==> config.mk <==
export PLATFORM = sky130hd
export DESIGN_NAME = muldiv_ctrl
export DESIGN_NICKNAME = d
export VERILOG_FILES = /design/src/rtl/muldiv_ctrl.sv
export SDC_FILE = /design/constraint.sdc
export NUM_CORES = 1
export LEC_CHECK = 0
export ABC_AREA = 0
export BUFFER_PORTS_ARGS = -buffer_cell sky130_fd_sc_hd__buf_4
export CORE_AREA = 2 2 153 155
export DETAILED_ROUTE_END_ITERATION = 8
export DIE_AREA = 0 0 155 157
export PLACE_DENSITY = 0.58
export SETUP_SLACK_MARGIN = 0.05
export SLEW_MARGIN = 10
export SYNTH_ARGS = -nofsm -noshare
export SYNTH_HDL_FRONTEND = slang
export SYNTH_SLANG_ARGS = --single-unit
==> constraint.sdc <==
create_clock -name clk -period 2.06 [get_ports clk]
set_input_delay 0.206 -clock clk [delete_from_list [all_inputs] [get_ports clk]]
set_output_delay 0.206 -clock clk [all_outputs]
set_load 0.03 [all_outputs]
==> src/rtl/muldiv_ctrl.sv <==
// Sequencer for the EX-stage multiply/divide resources: issues one op, stalls EX, returns {hi, lo}.
// Optional MULDIV_DIV0_FAST_EN: divide-by-zero completes without the divider (hi=src1, lo=all ones).
module muldiv_ctrl #(
    parameter int unsigned MUL_LAT = 2
) (
    input  logic        clk,
    input  logic        rst,
    input  logic        flush,
    input  logic        op_valid,
    input  logic [1:0]  op_code,
    input  logic [31:0] src1,
    input  logic [31:0] src2,
    output logic        mul_signed,
    output logic [31:0] mul_ina,
    output logic [31:0] mul_inb,
    input  logic [63:0] mul_result,
    output logic        div_signed,
    output logic [31:0] div_opdata1,
    output logic [31:0] div_opdata2,
    output logic        div_start,
    output logic        div_annul,
    input  logic [63:0] div_result,
    input  logic        div_ready,
    output logic        stallreq,
    output logic        res_valid,
    output logic [31:0] res_hi,
    output logic [31:0] res_lo
);

    localparam int unsigned DW    = 32;
    localparam int unsigned CNT_W = 4;

    typedef enum logic [1:0] {
        IDLE     = 2'd0,
        MUL_WAIT = 2'd1,
        DIV_WAIT = 2'd2,
        DONE     = 2'd3
    } state_t;

    state_t           state, state_d;
    logic [DW-1:0]    a_q, a_d;
    logic [DW-1:0]    b_q, b_d;
    logic             sgn_q, sgn_d;
    logic [CNT_W-1:0] cnt_q, cnt_d;
    logic [DW-1:0]    hi_q, hi_d;
    logic [DW-1:0]    lo_q, lo_d;
    logic             issue;

    assign issue  = op_valid & ~flush;
    assign res_hi = hi_q;
    assign res_lo = lo_q;

    // State, latched operands, latency counter and result registers
    always_ff @(posedge clk) begin
        if (rst) begin
            state <= IDLE;
            a_q   <= '0;
            b_q   <= '0;
            sgn_q <= 1'b0;
            cnt_q <= '0;
            hi_q  <= '0;
            lo_q  <= '0;
        end else begin
            state <= state_d;
            a_q   <= a_d;
            b_q   <= b_d;
            sgn_q <= sgn_d;
            cnt_q <= cnt_d;
            hi_q  <= hi_d;
            lo_q  <= lo_d;
        end
    end

    // Next-state and resource drive; flush wins over every transition
    always_comb begin
        state_d     = state;
        a_d         = a_q;
        b_d         = b_q;
        sgn_d       = sgn_q;
        cnt_d       = cnt_q;
        hi_d        = hi_q;
        lo_d        = lo_q;
        stallreq    = 1'b0;
        res_valid   = 1'b0;
        mul_signed  = 1'b0;
        mul_ina     = '0;
        mul_inb     = '0;
        div_signed  = 1'b0;
        div_opdata1 = '0;
        div_opdata2 = '0;
        div_start   = 1'b0;
        div_annul   = 1'b0;

        case (state)
            IDLE: begin
                stallreq = issue;
                if (issue) begin
                    a_d   = src1;
                    b_d   = src2;
                    sgn_d = ~op_code[0];
                    if (!op_code[1]) begin
                        state_d = MUL_WAIT;
                        cnt_d   = CNT_W'(MUL_LAT);
                    end else begin
`ifdef MULDIV_DIV0_FAST_EN
                        if (src2 == '0) begin
                            state_d = DONE;
                            hi_d    = src1;
                            lo_d    = '1;
                        end else begin
                            state_d = DIV_WAIT;
                        end
`else
                        state_d = DIV_WAIT;
`endif
                    end
                end
            end

            MUL_WAIT: begin
                stallreq   = 1'b1;
                mul_signed = sgn_q;
                mul_ina    = a_q;
                mul_inb    = b_q;
                if (flush) begin
                    state_d = IDLE;
                end else if (cnt_q == CNT_W'(1)) begin
                    {hi_d, lo_d} = mul_result;
                    state_d      = DONE;
                end else begin
                    cnt_d = cnt_q - CNT_W'(1);
                end
            end

            DIV_WAIT: begin
                stallreq    = 1'b1;
                div_signed  = sgn_q;
                div_opdata1 = a_q;
                div_opdata2 = b_q;
                if (flush) begin
                    // Reset wipes the divider itself, so no abort pulse then
                    div_annul = ~rst;
                    state_d   = IDLE;
                end else begin
                    div_start = 1'b1;
                    if (div_ready) begin
                        hi_d    = div_result[63:32];
                        lo_d    = div_result[31:0];
                        state_d = DONE;
                    end
                end
            end

            DONE: begin
                // op_valid here is the completing instruction; never reissue it
                res_valid = ~flush;
                state_d   = IDLE;
            end

            default: state_d = IDLE;
        endcase
    end

endmodule
==> flow_summary.toml <==
[sta]
tightest_slew_ps = 519
relSlewSlack_pct = 65.3
rsz0062_at_grt = "yes"
setup_violations = 0
finalCriticalPeriod_ps = 1920
finalClockSkew_ps = 12.3
finalCritPeriodShare_pct = 93.4
setup_tns_ps = 0
hold_viol = 0
maxSlewViolCount = 0
timing.fmax_ghz = 0.520

[clock_tree]
htree_levels = 4
clk_path_buf_depth = 2
clk_pin_slew_worst_paths_ps = 60
cts_buffers = 17
cts_tree = "done"
cts-root-buf = "clkbuf_16"
cts_sinks = 135
clkLatencyLatePin_ps = 420

[synthesis]
synth_top_area_share_pct = 38.4
ys_seq_area_share_pct = 38.4
avgSynthCellArea_um2 = 8.98
syn-num-nets = 992
synth_warnings = 0
synth_common_cells = "dfxtp_1, nand2_1, and2_1, a21oi_1, mux2i_1"
synth_cell_types = 37
async_flop_share_pct = 0
synth_largest_area_cell = "dfxtp_1"
synthTopCellsByArea = "dfxtp_1, and2_1, a211oi_2, mux2i_1, a21oi_1"
synthCells = 784
synth_seq_cells = 135
yosysMostFrequentCell = "dfxtp_1"
synth_edf_count = 0
netlist_area_mm2 = 0.00704
synthFlopType = "dfxtp_1"

[placed_design]
gp_congestion = 0.790
portBuffers = 396
hpwl_um = 18000
postPlaceCellArea_mm2 = 0.0103

[routing]
vias = 6759
drt_first_iter_violations = 251
drt_pre_antenna_iters = 4
drc = 0
ant_nets = 0
wl_per_cell_um = 17.7
viasPerCell = 4.68
wirelength_um = 25600

[power_and_ir_drop]
leakagePower_nw = 4.75
vdd_drop_max_mv = 0.990
power_density_mw_per_mm2 = 1500

[job]
cap_violations = 0

[setup_path]
r2r-end = "res_lo[22]"
rrSetupSlack_ps = 200
path_max_fanout = 33
critical_path_class = "register to output port"
worstPathRequired_ps = 1850
worst_setup_path_start_kind = "register"
crit_arrival_ps = 1720
r2r_start = "state[1]"
crit_path_end_kind = "output port"
worstRegToRegCells = 7

[die]
core_mm2 = 0.0225
die_x_um = 155
die_area_mm2 = 0.0243
ios = 397
start_util_pct = 31.3
core.rowCount = 55
die_h_um = 157

[layout]
antenna_cells = 0
fin_area_mm2 = 0.0110
area_growth_pct = 56.2
fillers = 2175
drive_above_1_share_pct = 47.7
fin_nets = 1356

[hold_path]
min_path_cells = 3
hold_start = "src1[15]"
holdPathEnd = "a_q[15]"
hold_path_class = "input pin to register"

[global_routing]
antenna_found_initial = 1
track_usage_pct = 20.2
grt_pass1_vias = 6751
grt_pass1_wl_um = 38000
grt_start_max_net_pins = 65
grt_overflow = 0

[status]
status = "completed"
-- registers in the layout, indices dropped and copies added, names as in the netlist --
register	cells
res_lo	32
state	2
b_q	32
a_q	32
cnt_q	4
sgn_q	1
res_hi	32
-- report_power, final --
group / internal, mW / leakage, nW / switching, mW / total, mW
sequential: 3.47 / 1.11 / 0.574 / 4.04
combinational: 3.83 / 3.37 / 5.59 / 9.42
clock: 1.80 / 0.266 / 1.18 / 2.97
total: 9.10 / 4.75 / 7.34 / 16.4
-- how the worst max path moves through the flow --
stage / start / end / slack [ps]
after floorplan: state[0] / stallreq / 160
after global placement: state[1] / res_lo[0] / 160
after detailed placement: state[1] / res_lo[0] / 70
after CTS: state[0] / div_opdata1[25] / 10
after global routing: state[0] / div_opdata1[21] / 50
final: state[0] / div_opdata1[25] / 140
-- per-stage QoR --
stage	setup slack (ps)	power (mW)	hold WS [ps]	cells	util, %
floorplan	164	10.5	302	784	-
global placement	164	13.1	414	1409	45.6
detailed placement	66.7	13.3	418	1409	45.6
CTS	10.8	16.7	12.1	1444	48.8
global route	47.1	17.4	20.9	1444	48.9
finish	136	16.4	29.2	1444	48.9
-- cell type report --
class                      count  area [um^2]  share of cell area (%)
clock buffer                  18          439                    3.99
clock inverter                12          130                    1.18
inverter                       8         32.5                   0.296
multi-input combinational    568         3940                    35.8
sequential                   135         2710                    24.6
tap                          285          357                    3.24
timing repair buffer         418         3390                    30.8
-- cell families (layout without fill, tap and decap cells) --
kind of cell	after synthesis	after routing	share of synthesized area (%)
buffers and inverters	81	456	6.45
multiplexers	64	64	9.10
AND/OR/NAND/NOR	284	284	20.3
adder cells (fa/ha/maj)	9	9	1.60
AO/OA/AOI/OAI	211	211	24.1
flip-flops	135	135	38.4
-- worst max-delay path: stages, from the launching register on --
cell	delay, ps
dfxtp_2	400
inv_4	80
ha_4	180
bufbuf_16	310
and2_1	170
buf_4	160
-- layout by cell type (no fill, tap or decap), types with 5 or more instances in the layout --
master and n:
buf_4 400, dfxtp_1 133, nand2_1 132, and2_1 130
a21oi_1 100, mux2i_1 64, a211oi_2 60, a21oi_2 30
clkbuf_16 17, buf_12 11, nor2_1 10, a211oi_1 7
inv_1 5, ha_1 5, clkinvlp_4 5
-- per-layer routing --
layer / part of all wire, % / GRT usage [%] / vias up / wire, um
met5: 0 / 0 / - / 0
met4: 1.4 / 5.91 / 0 / 358
met3: 9.0 / 6.61 / 20 / 2320
met2: 50 / 36.2 / 265 / 12900
met1: 39 / 23.0 / 3087 / 10000
li1: - / - / 3387 / -
-- timing repair --
| action | in CTS | in global routing |
|---|---|---|
| resized for setup | 10 | 4 |
| buffers inserted | 1 | 0 |
| hold buffers | 1 | 0 |
| setup endpoints to repair | 133 | 85 |
| gates cloned | 3 | 0 |
| pin swaps | 1 | 0 |
| endpoints found under the hold margin | 1 | 0 |
No activity file was read; power rests on OpenSTA's default activity.
